<file path="src/rtl/vend_pkg.sv">
// Shared types and coin constants for the nickel/dime vending controller.
package vend_pkg;

    typedef enum logic [1:0] {
        IDLE   = 2'b00,
        VEND   = 2'b01,
        CHANGE = 2'b10
    } state_e;

    localparam int NICKEL = 5;
    localparam int DIME   = 10;

endpackage

</file>
<file path="src/rtl/vend_coin_edge.sv">
// Rising-edge detector for one coin sensor; the history register resets to 1
// so a sensor already high when reset releases is not seen as a coin.
module coin_edge (
    input  logic Clock,
    input  logic Resetn,
    input  logic level_i,
    output logic rise_o
);

    logic prev_q;

    always_ff @(posedge Clock or negedge Resetn) begin
        if (!Resetn) begin
            prev_q <= 1'b1;
        end else begin
            prev_q <= level_i;
        end
    end

    assign rise_o = level_i & ~prev_q;

endmodule

</file>
<file path="src/rtl/vend_controller.sv">
// Coin-credit accumulator and vend/change sequencer: accepts nickels and dimes
// up to a ceiling, handshakes the dispenser, then pays change one nickel at a time.
module vend_controller
    import vend_pkg::*;
#(
    parameter int PRICE      = 15,
    parameter int MAX_CREDIT = 35,
    parameter int CW         = 6,
    parameter int CHG_PERIOD = 4
) (
    input  logic          Clock,
    input  logic          Resetn,
    input  logic          D,
    input  logic          N,
    input  logic          buy,
    input  logic          cancel,
    input  logic          disp_ack,
    output logic          disp_req,
    output logic          change_n,
    output logic          coin_reject,
    output logic [CW-1:0] credit,
    output logic          busy
);

    // One spare bit so the ceiling comparison never wraps.
    localparam int SW = CW + 1;
    localparam int PW = $clog2(CHG_PERIOD);
    localparam logic [PW-1:0] PACE_LAST = PW'(CHG_PERIOD - 1);

    state_e        state_q, state_d;
    logic [CW-1:0] credit_q, credit_d;
    logic [PW-1:0] pace_q, pace_d;
    logic          disp_req_q, disp_req_d;
    logic          change_n_q, change_n_d;
    logic          coin_reject_q, coin_reject_d;

    logic          d_rise, n_rise;
    logic [SW-1:0] sum_v;
    logic [CW-1:0] rem_v;

    coin_edge u_dime_edge (
        .Clock   (Clock),
        .Resetn  (Resetn),
        .level_i (D),
        .rise_o  (d_rise)
    );

    coin_edge u_nickel_edge (
        .Clock   (Clock),
        .Resetn  (Resetn),
        .level_i (N),
        .rise_o  (n_rise)
    );

    // NOTE: every variable gets a default before the case so no path leaves one unassigned (no latches).
    always_comb begin
        state_d       = state_q;
        credit_d      = credit_q;
        pace_d        = '0;
        change_n_d    = 1'b0;
        coin_reject_d = 1'b0;
        sum_v         = SW'(credit_q);
        rem_v         = credit_q - CW'(PRICE);

        unique case (state_q)
            IDLE: begin
                // Dime first; the nickel is judged against the credit including it.
                if (d_rise) begin
                    if (sum_v + SW'(DIME) <= SW'(MAX_CREDIT)) sum_v = sum_v + SW'(DIME);
                    else                                      coin_reject_d = 1'b1;
                end
                if (n_rise) begin
                    if (sum_v + SW'(NICKEL) <= SW'(MAX_CREDIT)) sum_v = sum_v + SW'(NICKEL);
                    else                                        coin_reject_d = 1'b1;
                end
                credit_d = sum_v[CW-1:0];
                if (cancel && sum_v != '0) begin
                    state_d = CHANGE;
                end else if (buy && sum_v >= SW'(PRICE)) begin
                    state_d = VEND;
                end
            end

            VEND: begin
                coin_reject_d = d_rise | n_rise;
                if (disp_ack) begin
                    credit_d = rem_v;
                    state_d  = (rem_v != '0) ? CHANGE : IDLE;
                end
            end

            CHANGE: begin
                coin_reject_d = d_rise | n_rise;
                if (pace_q == '0) begin
                    change_n_d = 1'b1;
                    credit_d   = credit_q - CW'(NICKEL);
                    pace_d     = PACE_LAST;
                    if (credit_q <= CW'(NICKEL)) state_d = IDLE;
                end else begin
                    pace_d = pace_q - 1'b1;
                end
            end

            default: begin
                state_d = IDLE;
            end
        endcase

        disp_req_d = (state_d == VEND);
    end

    // NOTE: state registers use non-blocking assignments so all of them update from the same pre-edge values.
    always_ff @(posedge Clock or negedge Resetn) begin
        if (!Resetn) begin
            state_q       <= IDLE;
            credit_q      <= '0;
            pace_q        <= '0;
            disp_req_q    <= 1'b0;
            change_n_q    <= 1'b0;
            coin_reject_q <= 1'b0;
        end else begin
            state_q       <= state_d;
            credit_q      <= credit_d;
            pace_q        <= pace_d;
            disp_req_q    <= disp_req_d;
            change_n_q    <= change_n_d;
            coin_reject_q <= coin_reject_d;
        end
    end

    assign disp_req    = disp_req_q;
    assign change_n    = change_n_q;
    assign coin_reject = coin_reject_q;
    assign credit      = credit_q;
    assign busy        = (state_q != IDLE);

endmodule
</file>
<file path="config.mk">
export PLATFORM = sky130hd
export DESIGN_NAME = vend_controller
export DESIGN_NICKNAME = d
export VERILOG_FILES = /design/src/rtl/vend_pkg.sv /design/src/rtl/vend_coin_edge.sv /design/src/rtl/vend_controller.sv
export SDC_FILE = /design/constraint.sdc
export NUM_CORES = 1
export LEC_CHECK = 0
export ABC_CLOCK_PERIOD_IN_PS = 6200
export CORE_ASPECT_RATIO = 1.4
export CORE_MARGIN = 5
export CORE_UTILIZATION = 40
export DETAILED_ROUTE_END_ITERATION = 12
export PLACE_DENSITY_LB_ADDON = 0.12
export SLEW_MARGIN = 20
export SYNTH_ARGS = -nofsm -noshare
export SYNTH_HDL_FRONTEND = slang
export SYNTH_SLANG_ARGS = --single-unit
</file>
<file path="constraint.sdc">
create_clock -name Clock -period 6.2 [get_ports Clock]
set_input_delay 0.62 -clock Clock [delete_from_list [all_inputs] [get_ports Clock]]
set_output_delay 0.62 -clock Clock [all_outputs]
set_load 0.01 [all_outputs]
</file>
== After elaboration in Yosys (flattened, before gate mapping) ==
Index checks and enable logic that the tools add are counted.

* Mux-type cells: 25
* Equality and inequality tests: 5
* Bitwise gates (word level): 5
* $lt $le $gt $ge: 4
* Reductions and logical operators: 10
* Add/sub/neg operators: 5

{| class="wikitable"
|+ Operators by type and width
! operator !! count
|-
| 2-to-1 mux 7 bit || 6
|-
| one-hot mux 6 bit (3 select lines) || 1
|-
| 2-to-1 mux 2 bit || 8
|-
| less-or-equal comparator 7 x 6 -> 1 bit (second input constant) || 2
|-
| 2-to-1 mux 6 bit || 2
|-
| adder 6 x 4 -> 7 bit (second input constant) || 1
|-
| adder 7 x 3 -> 7 bit (second input constant) || 1
|-
| greater-or-equal comparator 7 x 4 -> 1 bit (second input constant) || 1
|-
| nonzero test 7 bit || 1
|-
| less-or-equal comparator 6 x 3 -> 1 bit (second input constant) || 1
|-
| 2-to-1 mux 1 bit || 6
|-
| one-hot mux 2 bit (3 select lines) || 1
|-
| nonzero test 6 bit || 1
|-
| subtractor 6 x 3 -> 6 bit (second input constant) || 1
|-
| subtractor 6 x 4 -> 6 bit (second input constant) || 1
|-
| == test 2 x 1 -> 1 bit (second input constant) || 2
|-
| zero test 2 bit || 2
|-
| inequality test 2 bit (second input constant) || 2
|-
| AND reduction 3 bit || 1
|-
| nonzero test 3 bit || 1
|-
| bitwise AND 1 bit || 2
|-
| == test 2 bit (second input constant) || 1
|-
| logical AND 1 bit || 2
|-
| NOT 1 bit || 2
|-
| 5 further kinds || 5
|}

* Output and inout port bits: 10
* Register bits: 15

== Longest topological paths before layout ==
Gate-level depths: netlist of the first run.

* Word-level depth: 16
* Depth in mapped cells: 19
* Mapped depth without buffers: 18

== Hierarchy ==
A second synthesis of the first run with hierarchy kept.

* Cells, all modules: 220
* Area, all modules: 1831.8 um^2

{| class="wikitable"
|+ By module, submodules not included
! module !! instances !! cells an instance !! area an instance (um^2)
|-
| vend_controller || 1 || 216 || 1751.7
|-
| coin_edge || 2 || 2 || 40.0
|}

== Worst setup path after synthesis of the first run ==
OpenSTA, ideal clock, no wires.

* Kind: register -> register
* Start: register credit_q[1], in the netlist credit[1]
* End: register disp_req_q, in the netlist disp_req
* Cell stages (with the launch flop): 19
* Path buffers: 0
* Setup slack: 1.509 ns
* Arrival: 4.613 ns
* Period minus slack after synthesis: 4.691 ns
* Cells stage by stage: dfrtp_1 inv_1 ha_1 a2111oi_0 a31oi_1 o211a_2 nor2_1 xnor2_1 ha_1 nor3_1 nand2b_1 and4b_1 a311o_1 a211oi_2 nand2b_4 mux2i_1 a31oi_1 or4_4 a21boi_1

* Word-level cells in the longest chain between the ends: 16
* Elaborated cells on any way between the ends: 25

{| class="wikitable"
|+ Ends and longest elaborated chain
! element !! line !! RTL
|-
| from (decl) || vend_controller.sv:31 || <nowiki>logic [CW-1:0] credit_q, credit_d;</nowiki>
|-
| from (signal assigned) || vend_controller.sv:123 || <nowiki>credit_q <= credit_d;</nowiki>
|-
| adder 6 x 4 -> 7 bit || vend_controller.sv:69 || <nowiki>if (sum_v + SW'(DIME) <= SW'(MAX_CREDIT)) sum_v = sum_v + SW'(DIME);</nowiki>
|-
| less-or-equal comparator 7 x 6 -> 1 bit || vend_controller.sv:69 ||
|-
| 2-to-1 mux 7 bit || vend_controller.sv:69 ||
|-
| 2-to-1 mux 7 bit || vend_controller.sv:68 || <nowiki>if (d_rise) begin</nowiki>
|-
| 2-to-1 mux 7 bit || vend_controller.sv:65 || <nowiki>unique case (state_q)</nowiki>
|-
| adder 7 x 3 -> 7 bit || vend_controller.sv:73 || <nowiki>if (sum_v + SW'(NICKEL) <= SW'(MAX_CREDIT)) sum_v = sum_v + SW'(NICKEL);</nowiki>
|-
| less-or-equal comparator 7 x 6 -> 1 bit || vend_controller.sv:73 ||
|-
| 2-to-1 mux 7 bit || vend_controller.sv:73 ||
|-
| 2-to-1 mux 7 bit || vend_controller.sv:72 || <nowiki>if (n_rise) begin</nowiki>
|-
| 2-to-1 mux 7 bit || vend_controller.sv:65 ||
|-
| greater-or-equal comparator 7 x 4 -> 1 bit || vend_controller.sv:79 || <nowiki>end else if (buy && sum_v >= SW'(PRICE)) begin</nowiki>
|-
| logical AND 1 bit || vend_controller.sv:79 ||
|-
| 2-to-1 mux 2 bit || vend_controller.sv:79 ||
|-
| 2-to-1 mux 2 bit || vend_controller.sv:77 || <nowiki>if (cancel && sum_v != '0) begin</nowiki>
|-
| one-hot mux 2 bit (3 select lines) (*) || vend_controller.sv:65 ||
|-
| == test 2 x 1 -> 1 bit (*) || vend_controller.sv:109 || <nowiki>disp_req_d = (state_d == VEND);</nowiki>
|-
| net disp_req_d || vend_controller.sv:33 || <nowiki>logic disp_req_q, disp_req_d;</nowiki>
|-
| to (signal assigned) || vend_controller.sv:125 || <nowiki>disp_req_q <= disp_req_d;</nowiki>
|-
| to (decl) || vend_controller.sv:33 ||
|}

The timed path passes the listed nets; every way through them passes the cells marked *. The select of a mux whose other input is x is not followed.
A chain may end at the register's enable or synchronous reset.

== Final worst setup path of the first run ==
* Start: register credit_q[2], in the netlist credit[2]
* End: register disp_req_q, in the netlist disp_req

The elaborated chain is that of the path after synthesis.

==> impl_metrics.ini, run 1 <==
[outcome]
status = finished, final reports clean

[placed_design]
routabilityCongestion = 0.860
place_hpwl_mm = 3.60
port_buffers = 16
dp_cells = 287
pre_cts_ws_ps = 917

[power]
leakagePower_nw = 0.768
powerDensity_nw_per_um2 = 608
peakVddDrop_v = 0.000251
finalPower_w = 0.00118

[layout]
final_common_cell = nand2_1
n_antenna_cell = 0
syn2layout_area_growth_pct = 11.5
fillerInstances = 425
finalNonFillerCells = 291
final_layout_size_suffix_gt1_share_pct = 9.52
final_cell_mix = 21 x nand2_1, 19 x nor2_1, 17 x inv_1, 17 x a21oi_1, 16 x clkdlybuf4s50_1
nets = 252

[floorplan]
io_pins = 17
die_area_um2 = 5810
num_rows = 28
chipHeight_um = 88.2
dieWidth_um = 65.9
start_util_pct = 41.2
core_um2 = 4240

[timing]
slew_headroom_pct = 54.8
fmaxAchievable_mhz = 187
worst_pin_slew_ps = 676
setup_slack_ps = 840
slew_violations = 0
hold_viol = 0
rsz0062_at_grt = false
clock_skew_ps = 6.23
setup_tns_ps = 0
setup_viol = 0
timing.final.crit_share_pct = 86.4
final.min_clock_period_ps = 5360

[worst_hold_path]
hold_start = pace_q[0]$_DFF_PN0_
hold_path_class = reg -> reg

[synthesis]
ys_ff_latch = 15
ys.flop_type = dfrtp_1
synthArstFlopShare_pct = 100
synthCells = 224
synth_area_um2 = 1750
synth-seq-area-share_pct = 21.6
syn_nets = 244
synth.top_cell.area_share_pct = 18.6
synth_area_leaders = dfrtp_1 19%, ha_1 9.3%, a21oi_1 4.9%, nand2_1 4.5%, o21ai_0 4.3%
synth_edf_count = 0
synth_top_cell_by_area = dfrtp_1
avgSynthCellArea_um2 = 7.80
ys_types = 66
yosysWarnings = 0

[critical_path]
r2r_start = credit[2]$_DFFE_PN0P_
cp-startpoint = credit[2]$_DFFE_PN0P_
r2r_slack_ps = 840
crit_path_end = disp_req$_DFF_PN0_
r2r-end = disp_req$_DFF_PN0_
start_kind = register
arrival_ps = 5530
path_class = reg -> reg
r2r_cells = 17
crit_fanout = 13
crit_path_end_kind = register
required_ps = 6370

[detailed_routing]
routed_wl_mm = 4.86
post_drt_wl_per_cell_um = 16.7
vias = 1745
drc_errors = 0
route.met2.wl_mm = 2.38
dr.max_layer_used = met4
drt_iter0_drc = 66
met3_length_um = 168
routed_via_density = 6.00
antenna_left = 0
dr.pass1.iters = 4
drt-met1-wl_mm = 2.17

[global_routing]
grt_pass1_wl_mm = 8.22
first_global_vias = 1702
grt-ovfl-total = 0
grt_max_degree = 24
grt_antenna_before_repair = 0
grtUsageTotal_pct = 17.9

[clocking]
clock_path_buffers = 2
clock_latency_ps = 250
clk_pin_slew_ps = 70
cts_max_level = 1
cts_tree = done
ctsResizeCount = 0
root_buffer = clkbuf_8
cts_buffers = 3
clock-sinks = 15
cts_setup_buffers = 0
hold_buffers = 0

[job]
maxCapViolCount = 0
[cell families after synthesis]
group           synth area share [%]
mux                             1.79
flops                           21.6
xor+xnor                        2.94
compound gates                  31.8
simple gates                    23.9
fa+ha+maj                       9.31
buf+inv                         8.66
[flip-flops by register name (all words and copies together) (netlist names)]
| register | flops |
|---|---|
| credit | 6 |
| coin_reject | 1 |
| pace_q | 2 |
| state_q | 2 |
| u_dime_edge.prev_q | 1 |
| disp_req | 1 |
| u_nickel_edge.prev_q | 1 |
| change_n | 1 |
[synth_stat cells, drive strengths merged (2+ instances only)]
library cell / number
nand2: 21
nor2: 19
a21oi: 17
inv: 17
o21ai: 17
dfrtp: 13
ha: 13
buf: 9
a31oi: 7
nand3: 6
nand4: 6
o211ai: 6
a211oi: 5
clkbuf: 5
nand2b: 5
nor3: 5
a311o: 3
and3: 3
xnor2: 3
a2111oi: 2
a21boi: 2
a221oi: 2
a22oi: 2
a41oi: 2
dfstp: 2
mux2i: 2
o221ai: 2
o41ai: 2
or2: 2
or3: 2
xor2: 2
[critical path, stage by stage, from the launching register on]
cell and delay [ps]:
dfrtp_1 590, ha_1 520, xor2_2 170, a41oi_1 340, o211a_2 260, nor2_1 60, xnor2_1 400, ha_1 370
nor3_1 230, nand2b_1 200, and4b_1 210, a311o_1 340, a211oi_2 380, nand2b_4 240, mux2i_1 240, a31oi_1 130
or4_4 490, a21boi_1 130
[metal layers]
layer | up-vias | GRT usage (%)
li1 | 844 | -
met1 | 839 | 22.2
met2 | 49 | 30.7
met3 | 13 | 1.40
met4 | 0 | 9.25
met5 | - | 0
[through the flow]
step	cell area, um^2	util (%)	hold slack (ps)
floorplan	1750	-	324
global placement	1900	44.9	435
detailed placement	1900	44.9	443
CTS	1950	46.0	452
global route	1950	46.0	499
finish	1950	46.0	452
[power breakdown]
part           total (W)  leakage (nW)  switching [W]  internal, W
clock network  0.0000812        0.0228      0.0000357    0.0000455
logic           0.000889         0.561       0.000536     0.000352
registers       0.000215         0.185      0.0000751     0.000139
[how the worst min path moves through the flow]
stage                           to  slack (ps)  cells past startpoint
2_1_floorplan   change_n$_DFF_PN0_         320                      0
3_3_place_gp   pace_q[0]$_DFF_PN0_         440                      1
3_5_place_dp   pace_q[0]$_DFF_PN0_         440                      1
4_1_cts        pace_q[0]$_DFF_PN0_         450                      1
5_1_grt        pace_q[0]$_DFF_PN0_         500                      1
6_report       pace_q[0]$_DFF_PN0_         450                      1
[final cells by class]
| type | count | area (um^2) | area share, % |
|---|---|---|---|
| well taps | 60 | 75.1 | 3.85 |
| repair buffers | 17 | 168 | 8.61 |
| inverters | 17 | 63.8 | 3.28 |
| clock buffers | 4 | 45.0 | 2.31 |
| multi-input cells | 178 | 1220 | 62.6 |
| flip-flops and latches | 15 | 378 | 19.4 |
No activity file was read; power rests on OpenSTA's default activity.
==> run 2: changes to the inputs <==
- PLACE_DENSITY: unset -> 0.64
- PLACE_DENSITY_LB_ADDON: 0.12 -> unset
==> impl_metrics.ini, run 2 (synthesis results as in run 1) <==
[outcome]
status = finished, final reports clean

[critical_path]
cp.buffers_inverters = 0
crit_path_end_kind = register
crit_fanout = 13
r2r-end = disp_req$_DFF_PN0_
r2r_slack_ps = 860
path_common_cell = ha_1
path_class = reg -> reg
start_kind = register
r2r_start = credit[2]$_DFFE_PN0P_
slowest_delay_ps = 580
crit_family = compound AO/OA/AOI/OAI gates
cp_cell_sequence = ha_1, xor2_2, a41oi_1, o211a_2, nor2_1, xnor2_1, ha_1, nor3_1, nand2b_1, and4b_1, a311o_1, a211oi_2, nand2b_4, mux2i_1, a31oi_1, or4_4, a21boi_1
arrival_ps = 5520
cpMaxStageDelayCell = dfrtp_1
r2r_cells = 17
required_ps = 6380

[clocking]
cts_setup_buffers = 0
hold_buffers = 0
clk_pin_slew_ps = 60
ctsResizeCount = 0
clock_latency_ps = 250
clock_path_buffers = 2
cts_max_level = 1
cts_tree = done
cts_buffers = 3
clock-sinks = 15
root_buffer = clkbuf_8

[floorplan]
start_util_pct = 41.2
num_rows = 28
die_area_um2 = 5810
core_um2 = 4240
chipHeight_um = 88.2
dieWidth_um = 65.9
io_pins = 17

[detailed_routing]
routed_via_density = 5.85
post_drt_wl_per_cell_um = 16.4
drt_iter0_drc = 122
dr.pass1.iters = 4
antenna_left = 0
vias = 1703
drc_errors = 0
routed_wl_mm = 4.76

[timing]
timing.final.crit_share_pct = 86.1
slew_violations = 0
setup_viol = 0
hold_viol = 0
worst_pin_slew_ps = 695
slew_headroom_pct = 53.5
setup_tns_ps = 0
fmaxAchievable_mhz = 187
setup_slack_ps = 861
clock_skew_ps = 2.63
final.min_clock_period_ps = 5340
rsz0062_at_grt = false

[layout]
largest_reg_flops = 6
syn2layout_area_growth_pct = 11.5
nets = 252
multi_input_area_um2 = 1220
final_common_cell = nand2_1
fillerInstances = 444
regArea_um2 = 378
finalNonFillerCells = 291
final_cell_mix = 21 x nand2_1, 19 x nor2_1, 17 x inv_1, 17 x a21oi_1, 16 x clkdlybuf4s50_1
n_antenna_cell = 0
final_layout_size_suffix_gt1_share_pct = 9.52
stdcell_area_um2 = 1950

[placed_design]
place_hpwl_mm = 3.57
pre_cts_ws_ps = 959
port_buffers = 16
routabilityCongestion = 0.924
placed_area_um2 = 1900
dp_cells = 287

[power]
powerDensity_nw_per_um2 = 604
peakVddDrop_v = 0.000189
leakagePower_nw = 0.768

[worst_hold_path]
min_to = pace_q[0]$_DFF_PN0_
hold_start = pace_q[0]$_DFF_PN0_
hold_path_class = reg -> reg
holdPathStages = 1

[global_routing]
grt_antenna_before_repair = 0
grt_max_degree = 24
grt-ovfl-total = 0
first_global_vias = 1661
grt_pass1_wl_mm = 8.04
grtUsageTotal_pct = 18.1

[job]
maxCapViolCount = 0
==> run 2: cell counts in the layout (fill, tap and decap cells not counted) <==
Identical to the previous run, type by type.
==> run 2: worst max-delay path by stage <==
| stage | start | end | cells past startpoint |
|---|---|---|---|
| floorplan | credit[1]$_DFFE_PN0P_ | disp_req$_DFF_PN0_ | 18 |
| global placement | credit[2]$_DFFE_PN0P_ | disp_req$_DFF_PN0_ | 17 |
| detailed placement | credit[2]$_DFFE_PN0P_ | disp_req$_DFF_PN0_ | 17 |
| CTS | credit[2]$_DFFE_PN0P_ | disp_req$_DFF_PN0_ | 17 |
| global route | credit[2]$_DFFE_PN0P_ | disp_req$_DFF_PN0_ | 17 |
| finish | credit[2]$_DFFE_PN0P_ | disp_req$_DFF_PN0_ | 17 |
==> run 2: metal layers <==
layer | up-vias | routed length, um | GRT usage, %
met5 | - | 0 | 0
met4 | 0 | 136 | 10.4
met3 | 11 | 155 | 2.16
met2 | 40 | 2480 | 32.4
met1 | 806 | 1990 | 20.4
li1 | 846 | - | -
==> run 2: area by class of cell <==
class / instances / area share (%)
timing repair buffer: 17 / 8.61
clock buffer: 4 / 2.31
sequential: 15 / 19.4
multi-input combinational: 178 / 62.6
tap: 60 / 3.85
inverter: 17 / 3.28
==> run 2: where the power goes <==
| part | internal [W] | switching [W] |
|---|---|---|
| clock | 0.0000456 | 0.0000365 |
| sequential | 0.000140 | 0.0000745 |
| combinational | 0.000352 | 0.000528 |
==> run 2: per-stage QoR <==
stage               total power [W]  util [%]  hold slack (ps)
global route                0.00129      46.0              471
CTS                         0.00117      46.0              452
finish                      0.00118      46.0              443
global placement            0.00109      44.9              437
floorplan                  0.000881         -              324
detailed placement          0.00108      44.9              443
